--- src/rtl/lcd_bus_scheduler_pkg.sv ---
// Shared types and constants for the HD44780 bus scheduler.
// The FSM state enum, the command codes that need the long busy wait, and the DDRAM line start addresses.
package lcd_pkg;

  typedef enum logic [2:0] {
    IDLE  = 3'd0,
    SETUP = 3'd1,
    PULSE = 3'd2,
    HOLD  = 3'd3,
    WAIT  = 3'd4
  } state_t;

  localparam logic [7:0] CMD_CLEAR = 8'h01;
  localparam logic [7:0] CMD_HOME  = 8'h02;

  localparam logic [7:0] LINE_STARTS [4] = '{8'h00, 8'h40, 8'h14, 8'h54};

  // Clear display (0x01) and return home (0x02/0x03, bit 0 is don't-care) need the long wait
  function automatic logic is_long_cmd(input logic rs, input logic [7:0] data);
    return (rs == 1'b0) &&
           ((data == CMD_CLEAR) || ((data & 8'hFE) == CMD_HOME));
  endfunction

endpackage

--- src/rtl/lcd_bus_scheduler_if.sv ---
// Requester-side handshake plus LCD pin bundle shared by the scheduler and its clients.
// master = requesters / pin consumer side, slave = the scheduler.
interface lcd_bus_scheduler_if #(
  parameter int NREQ = 3
);
  localparam int ID_W = $clog2(NREQ);

  logic                 init_done;
  logic [NREQ-1:0]      req;
  logic [NREQ-1:0]      req_rs;
  logic [NREQ-1:0][7:0] req_data;
  logic [NREQ-1:0]      ack;
  logic                 busy;
  logic [ID_W-1:0]      grant_id;
  logic                 lcd_rs;
  logic                 lcd_rw;
  logic                 lcd_e;
  logic [7:0]           lcd_data;

  modport master (
    output init_done, req, req_rs, req_data,
    input  ack, busy, grant_id, lcd_rs, lcd_rw, lcd_e, lcd_data
  );

  modport slave (
    input  init_done, req, req_rs, req_data,
    output ack, busy, grant_id, lcd_rs, lcd_rw, lcd_e, lcd_data
  );

endinterface

--- src/rtl/lcd_rr_arbiter.sv ---
// Requester 0 has fixed top priority; requesters 1..NREQ-1 share the rest round-robin.
// The pointer names the first requester to consider and only moves on a taken grant to a non-zero requester.
module lcd_rr_arbiter #(
  parameter  int NREQ = 3,
  localparam int ID_W = $clog2(NREQ)
) (
  input  logic            clk,
  input  logic            reset,
  input  logic [NREQ-1:0] req_masked,
  input  logic            advance,
  output logic [ID_W-1:0] winner,
  output logic            valid
);

  logic [ID_W-1:0] ptr_r;
  logic [ID_W-1:0] winner_s;
  logic            valid_s;

  // Priority pick: bit 0 first, then ptr..NREQ-1, then 1..ptr-1
  always_comb begin
    winner_s = '0;
    valid_s  = 1'b0;
    if (req_masked[0]) begin
      winner_s = '0;
      valid_s  = 1'b1;
    end else begin
      for (int j = 1; j < NREQ; j++) begin
        if (!valid_s && req_masked[j] && (ID_W'(j) >= ptr_r)) begin
          winner_s = ID_W'(j);
          valid_s  = 1'b1;
        end else begin
          valid_s  = valid_s;
        end
      end
      for (int j = 1; j < NREQ; j++) begin
        if (!valid_s && req_masked[j] && (ID_W'(j) < ptr_r)) begin
          winner_s = ID_W'(j);
          valid_s  = 1'b1;
        end else begin
          valid_s  = valid_s;
        end
      end
    end
  end

  // Round-robin pointer, wraps within 1..NREQ-1
  always_ff @(posedge clk or negedge reset) begin
    if (!reset) begin
      ptr_r <= ID_W'(1);
    end else if (advance && valid_s && (winner_s != '0)) begin
      ptr_r <= (winner_s == ID_W'(NREQ - 1)) ? ID_W'(1) : (winner_s + ID_W'(1));
    end else begin
      ptr_r <= ptr_r;
    end
  end

  assign winner = winner_s;
  assign valid  = valid_s;

endmodule

--- src/rtl/lcd_bus_scheduler.sv ---
// Time-shares the write-only HD44780 bus: arbitrates one byte at a time, strobes E with
// setup/hold margins, then holds the bus for the controller's execution time before acking.
module lcd_bus_scheduler
  import lcd_pkg::*;
#(
  parameter int NREQ       = 3,
  parameter int SETUP_CYC  = 2,
  parameter int E_HIGH_CYC = 12,
  parameter int HOLD_CYC   = 2,
  parameter int WAIT_SHORT = 2000,
  parameter int WAIT_LONG  = 82000
) (
  input logic               clk,
  input logic               reset,
  lcd_bus_scheduler_if.slave bus
);

  localparam int ID_W    = $clog2(NREQ);
  localparam int CNT_MAX = (WAIT_LONG > E_HIGH_CYC) ? WAIT_LONG : E_HIGH_CYC;
  localparam int CNT_W   = $clog2(CNT_MAX + 1);

  state_t            state_r;
  state_t            state_s;
  logic [CNT_W-1:0]  cnt_r;
  logic [CNT_W-1:0]  cnt_s;
  logic              grant_s;
  logic [NREQ-1:0]   eligible_s;
  logic [NREQ-1:0]   ack_s;
  logic [ID_W-1:0]   arb_winner_s;
  logic              arb_valid_s;

  logic              lcd_e_r;
  logic              lcd_rs_r;
  logic [7:0]        lcd_data_r;
  logic [NREQ-1:0]   ack_r;
  logic              busy_r;
  logic [ID_W-1:0]   grant_id_r;

  // Until the initializer is done only requester 0 may touch the bus
  assign eligible_s = bus.req & (bus.init_done ? {NREQ{1'b1}} : {{(NREQ-1){1'b0}}, 1'b1});

  lcd_rr_arbiter #(
    .NREQ (NREQ)
  ) u_arbiter (
    .clk        (clk),
    .reset      (reset),
    .req_masked (eligible_s),
    .advance    (grant_s),
    .winner     (arb_winner_s),
    .valid      (arb_valid_s)
  );

  // Next-state: each phase loads its length minus one and leaves when the counter hits zero
  always_comb begin
    state_s = state_r;
    cnt_s   = cnt_r;
    grant_s = 1'b0;
    case (state_r)
      IDLE: begin
        if (arb_valid_s) begin
          state_s = SETUP;
          cnt_s   = CNT_W'(SETUP_CYC - 1);
          grant_s = 1'b1;
        end else begin
          state_s = IDLE;
          cnt_s   = '0;
        end
      end
      SETUP: begin
        if (cnt_r == '0) begin
          state_s = PULSE;
          cnt_s   = CNT_W'(E_HIGH_CYC - 1);
        end else begin
          cnt_s   = cnt_r - CNT_W'(1);
        end
      end
      PULSE: begin
        if (cnt_r == '0) begin
          state_s = HOLD;
          cnt_s   = CNT_W'(HOLD_CYC - 1);
        end else begin
          cnt_s   = cnt_r - CNT_W'(1);
        end
      end
      HOLD: begin
        if (cnt_r == '0) begin
          state_s = WAIT;
          cnt_s   = is_long_cmd(lcd_rs_r, lcd_data_r) ? CNT_W'(WAIT_LONG - 1)
                                                      : CNT_W'(WAIT_SHORT - 1);
        end else begin
          cnt_s   = cnt_r - CNT_W'(1);
        end
      end
      WAIT: begin
        if (cnt_r == '0) begin
          state_s = IDLE;
          cnt_s   = '0;
        end else begin
          cnt_s   = cnt_r - CNT_W'(1);
        end
      end
      default: begin
        state_s = IDLE;
        cnt_s   = '0;
      end
    endcase
  end

  // Ack lands on the final WAIT cycle, addressed to the requester that owns the bus
  always_comb begin
    ack_s = '0;
    if ((state_s == WAIT) && (cnt_s == '0)) begin
      ack_s[grant_id_r] = 1'b1;
    end else begin
      ack_s = '0;
    end
  end

  // State, counter and all pin/handshake outputs registered together
  always_ff @(posedge clk or negedge reset) begin
    if (!reset) begin
      state_r    <= IDLE;
      cnt_r      <= '0;
      lcd_e_r    <= 1'b0;
      lcd_rs_r   <= 1'b0;
      lcd_data_r <= 8'h00;
      ack_r      <= '0;
      busy_r     <= 1'b0;
      grant_id_r <= '0;
    end else begin
      state_r <= state_s;
      cnt_r   <= cnt_s;
      lcd_e_r <= (state_s == PULSE);
      busy_r  <= (state_s != IDLE);
      ack_r   <= ack_s;
      if (grant_s) begin
        grant_id_r <= arb_winner_s;
        lcd_rs_r   <= bus.req_rs[arb_winner_s];
        lcd_data_r <= bus.req_data[arb_winner_s];
      end else begin
        grant_id_r <= grant_id_r;
        lcd_rs_r   <= lcd_rs_r;
        lcd_data_r <= lcd_data_r;
      end
    end
  end

  assign bus.ack      = ack_r;
  assign bus.busy     = busy_r;
  assign bus.grant_id = grant_id_r;
  assign bus.lcd_rs   = lcd_rs_r;
  assign bus.lcd_rw   = 1'b0;
  assign bus.lcd_e    = lcd_e_r;
  assign bus.lcd_data = lcd_data_r;

endmodule
--- src/flat_wrapper.sv ---
// flat-port wrapper written by rule: the top's interface ports become plain ports
module lcd_bus_scheduler_flat import lcd_pkg::*;
#(
  parameter int NREQ       = 3,
  parameter int SETUP_CYC  = 2,
  parameter int E_HIGH_CYC = 12,
  parameter int HOLD_CYC   = 2,
  parameter int WAIT_SHORT = 2000,
  parameter int WAIT_LONG  = 82000
)
  (clk, reset, bus_init_done, bus_req, bus_req_rs, bus_req_data, bus_ack, bus_busy, bus_grant_id, bus_lcd_rs, bus_lcd_rw, bus_lcd_e, bus_lcd_data);
  lcd_bus_scheduler_if #(.NREQ(NREQ)) bus_i ();
  input logic clk;
  input logic reset;
  input wire logic [$bits(bus_i.init_done)-1:0] bus_init_done;
  input wire logic [$bits(bus_i.req)-1:0] bus_req;
  input wire logic [$bits(bus_i.req_rs)-1:0] bus_req_rs;
  input wire logic [$bits(bus_i.req_data)-1:0] bus_req_data;
  output wire logic [$bits(bus_i.ack)-1:0] bus_ack;
  output wire logic [$bits(bus_i.busy)-1:0] bus_busy;
  output wire logic [$bits(bus_i.grant_id)-1:0] bus_grant_id;
  output wire logic [$bits(bus_i.lcd_rs)-1:0] bus_lcd_rs;
  output wire logic [$bits(bus_i.lcd_rw)-1:0] bus_lcd_rw;
  output wire logic [$bits(bus_i.lcd_e)-1:0] bus_lcd_e;
  output wire logic [$bits(bus_i.lcd_data)-1:0] bus_lcd_data;
  assign bus_i.init_done = bus_init_done;
  assign bus_i.req = bus_req;
  assign bus_i.req_rs = bus_req_rs;
  assign bus_i.req_data = bus_req_data;
  assign bus_ack = bus_i.ack;
  assign bus_busy = bus_i.busy;
  assign bus_grant_id = bus_i.grant_id;
  assign bus_lcd_rs = bus_i.lcd_rs;
  assign bus_lcd_rw = bus_i.lcd_rw;
  assign bus_lcd_e = bus_i.lcd_e;
  assign bus_lcd_data = bus_i.lcd_data;
  lcd_bus_scheduler #(.NREQ(NREQ), .SETUP_CYC(SETUP_CYC), .E_HIGH_CYC(E_HIGH_CYC), .HOLD_CYC(HOLD_CYC), .WAIT_SHORT(WAIT_SHORT), .WAIT_LONG(WAIT_LONG)) u_core (.clk(clk), .reset(reset), .bus(bus_i));
endmodule
--- config.mk ---
export PLATFORM = sky130hd
export DESIGN_NAME = lcd_bus_scheduler_flat
export DESIGN_NICKNAME = d
export VERILOG_FILES = /design/src/rtl/lcd_bus_scheduler_pkg.sv /design/src/rtl/lcd_bus_scheduler_if.sv /design/src/rtl/lcd_rr_arbiter.sv /design/src/rtl/lcd_bus_scheduler.sv /design/src/flat_wrapper.sv
export SDC_FILE = /design/constraint.sdc
export NUM_CORES = 1
export LEC_CHECK = 0
export ABC_AREA = 1
export CORE_MARGIN = 10
export CORE_UTILIZATION = 46
export CTS_CLUSTER_DIAMETER = 60
export DETAILED_ROUTE_END_ITERATION = 12
export HOLD_SLACK_MARGIN = 0.08
export PLACE_DENSITY = 0.84
export SLEW_MARGIN = 20
export SYNTH_ARGS = -nofsm -noshare
export SYNTH_HDL_FRONTEND = slang
export SYNTH_HIERARCHICAL = 1
export SYNTH_SLANG_ARGS = --single-unit
--- constraint.sdc ---
create_clock -name clk -period 1.85 [get_ports clk]
set_clock_uncertainty 0.05 [all_clocks]
set_input_delay 0.37 -clock clk [delete_from_list [all_inputs] [get_ports clk]]
set_output_delay 0.37 -clock clk [all_outputs]
set_load 0.05 [all_outputs]
==> results.md <==
- Part of the cycle the worst path needs: 107%
- Worst setup margin: -0.129 ns
- DP Area: 0.00305 mm^2
- Final instance area: 0.00339 mm^2
- Psw: 0.378 mW
- Largest net degree at the start of global routing: 39
- N_diodes: 0
- Area of the multi-input gates: 0.00120 mm^2
- Switching portion of total power: 22.3%
- Power Density: 501 mW/mm^2
- Tot Pwr: 1.70 mW
- Buffers on Ports: 48
- F_max: 505 MHz
- Drt drc: 0
- Final hold slack: 0.424 ns
- Peak supply drop: 316 uV
- Router iterations before antenna repair: 4
- RR Startpoint: u_core/cnt_r[0]
- CTS tree: yes
- WP data required: 2.04 ns
- DR iter-0 viols: 89
- Slew Limit Fails: 0
- RSZ-0062 raised after global routing: yes
- Area growth from synthesis to layout: 48.7%
- Worst EP arrival: 2.17 ns
- Core Area: 0.00475 mm^2
- Synthesized net count: 358
- DIE WIDTH: 90.4 um
- Synth warnings: 6
- Reg area: 952 um^2
- Failing checks: negative setup slack
- R2R cell count: 12
- CP startpoint: u_core/cnt_r[0]
- Worst R2R End: u_core/bus.ack[2]
- CTS Root Cell: clkbuf_8
- Die area: 0.00817 mm^2
- Num ports: 50
- Lkg Pwr: 1.71 nW
- GP Congestion: 0.890
- Comb pwr share: 9.0%
- First-pass GRT wire length: 10.1 mm
- H-tree levels: 2
- CTS Buffer Depth: 2
- Final WL: 6.19 mm
- Gr usage total: 14.6%
- Max Cap Violations: 0
- Min-delay src: u_core/u_arbiter/ptr_r[0]
- Crit-path max FO: 8
- Hold Path Depth: 2
- Seq pwr share: 48.9%
- Post-route setup TNS: -0.384 ns
- Final nets: 460
- CP Launch Type: flip-flop
- Die Ht: 90.4 um
- Clock power frac: 42.1%
- Initial Utilization: 48.0%
- Hold WC Path Type: flip-flop to flip-flop
- Commonest non-fill, non-tap cell in the layout: nand2_1
- Syn avg cell area: 7.04 um^2
- Post-Synthesis Cells: 324
- Dpl hpwl: 4.68 mm
- Fin crit period: 1.98 ns
- TritonCTS buffer count: 5
- Share of cells above drive strength 1: 29.0%
- Int Power: 1.32 mW
- Crit Path Class: flip-flop to flip-flop
- Clock slew at reported path FFs: 0.08 ns
- Hold-critical path endpoint: u_core/u_arbiter/ptr_r[0]
- Vias in the first global route: 2346
- #FFs+latches synth: 38
- Drt via density: 4.80
- Crit. End Element: flip-flop
- Sequential fraction of the synthesis area: 41.7%
- Fillcell total: 379
- CTS Sinks: 38
- Antenna viol nets, final: 0
- R2r setup slk: -0.13 ns
- Post-synth cell types: 32
- Synthesized area: 0.00228 mm^2
- Initial antenna violation count: 0
- Commonest cells after routing, fill and taps aside: nand2_1, buf_4, inv_1
- # setup viols final: 4
- Placement Rows: 25
- Wirelength per Cell: 12.5 um
- Hold Violations, Final: 0
- Clock Latency Late Sink: 0.30 ns
- Via count: 2369
- Status: finished, violations left
- Gr ovfl total: 0
-- cells by family (layout without fill, tap and decap cells) --
logic type / after synthesis / count (layout) / synth area share (%)
buf+inv: 54 / 157 / 9.54
compound gates: 44 / 44 / 10.4
mux: 1 / 1 / 0.439
flops: 38 / 38 / 41.7
other cells: 1 / 1 / 0.164
fa+ha+maj: 1 / 1 / 0.548
simple gates: 177 / 177 / 34.1
xor+xnor: 8 / 8 / 3.07
-- sequential cells by signal, summed over array words and instances, names as in the netlist --
name                    count
u_core/bus.lcd_e            1
u_core/bus.lcd_data         8
u_core/bus.lcd_rs           1
u_core/bus.grant_id         2
u_core/state_r              3
u_core/cnt_r               17
u_core/bus.ack              3
u_core/u_arbiter/ptr_r      2
u_core/bus.busy             1
-- power groups by stage --
stage | clock network, mW | logic, mW | registers (mW)
after floorplan | 0 | 0.0424 | 0.847
after global placement | 0 | 0.142 | 0.846
after detailed placement | 0 | 0.145 | 0.846
after CTS | 0.727 | 0.147 | 0.830
after global routing | 0.766 | 0.169 | 0.830
final | 0.716 | 0.152 | 0.830
-- synthesized netlist by cell type --
cell	number	share of area, %
buf_8	1	0.66
xor2_1	4	1.5
clkbuf_1	4	0.66
a21oi_1	23	5.0
nand3_2	1	0.44
o21ai_1	2	0.44
a211oi_1	3	0.99
dfrtp_1	37	41
dfstp_2	1	1.2
inv_1	45	7.4
a21boi_0	1	0.33
nor2_8	1	0.88
nor2_1	50	8.2
ha_1	1	0.55
buf_4	1	0.33
nor3_2	1	0.44
a21oi_2	2	0.77
nand2_2	2	0.55
nand2_4	2	0.99
nand4_4	1	0.93
o21ai_0	13	2.9
nor2_4	1	0.49
or2_2	1	0.27
conb_1	1	0.16
nor2_2	4	1.1
inv_2	1	0.16
clkinv_1	2	0.33
mux2i_1	1	0.44
nand3_1	19	4.2
xnor2_1	4	1.5
nor3_1	2	0.44
nand2_1	92	15
-- metal layers --
| metal | GRT usage (%) | share of wire (%) | vias up |
|---|---|---|---|
| met5 | 0 | 0 | - |
| met4 | 5.17 | 1.3 | 0 |
| met3 | 7.07 | 10 | 9 |
| met2 | 25.5 | 50 | 66 |
| met1 | 14.9 | 39 | 1082 |
| li1 | - | - | 1212 |
-- worst max-delay path by stage --
stage	endpoint	slack, ns
2_1_floorplan	u_core/bus.ack[1]	0.03
3_3_place_gp	u_core/bus.lcd_data[6]	-0.25
3_5_place_dp	u_core/bus.lcd_data[1]	-0.37
4_1_cts	u_core/bus.ack[0]	-0.07
5_1_grt	u_core/bus.ack[0]	-0.25
6_report	u_core/bus.ack[2]	-0.13
-- repair_timing --
action	in CTS	in global routing
hold buffers	1	0
endpoints found under the hold margin	15	0
gates cloned	0	0
setup endpoints to repair	12	15
gates resized for setup	13	30
pin swaps	11	16
buffers inserted	6	12
-- layout make-up --
class	instances	share of cell area (%)
Clock inverter	3	1.33
Tap cell	67	2.47
Clock buffer	5	2.03
Inverter	48	5.50
Timing Repair Buffer	101	25.3
Sequential cell	38	28.1
Multi-Input combinational cell	232	35.3
-- worst max-delay path, stage by stage, from the launching register on --
cell	delay [ns]
dfrtp_1	0.39
inv_2	0.09
ha_4	0.15
nand2_4	0.07
nor2_8	0.15
nand4_4	0.17
nand2_4	0.17
a21oi_1	0.05
nor2_1	0.17
nand2_1	0.10
nor2_1	0.15
nand2_2	0.10
nor2_1	0.11
-- per-stage QoR --
step	instances	setup slack, ns	util (%)
4_1_cts	486	-0.0700	68.3
6_report	494	-0.129	71.3
3_5_place_dp	471	-0.366	64.1
3_3_place_gp	471	-0.248	64.1
5_1_grt	494	-0.251	71.3
2_1_floorplan	324	0.0326	-
Note: power is estimated with default switching activity, not from simulation.
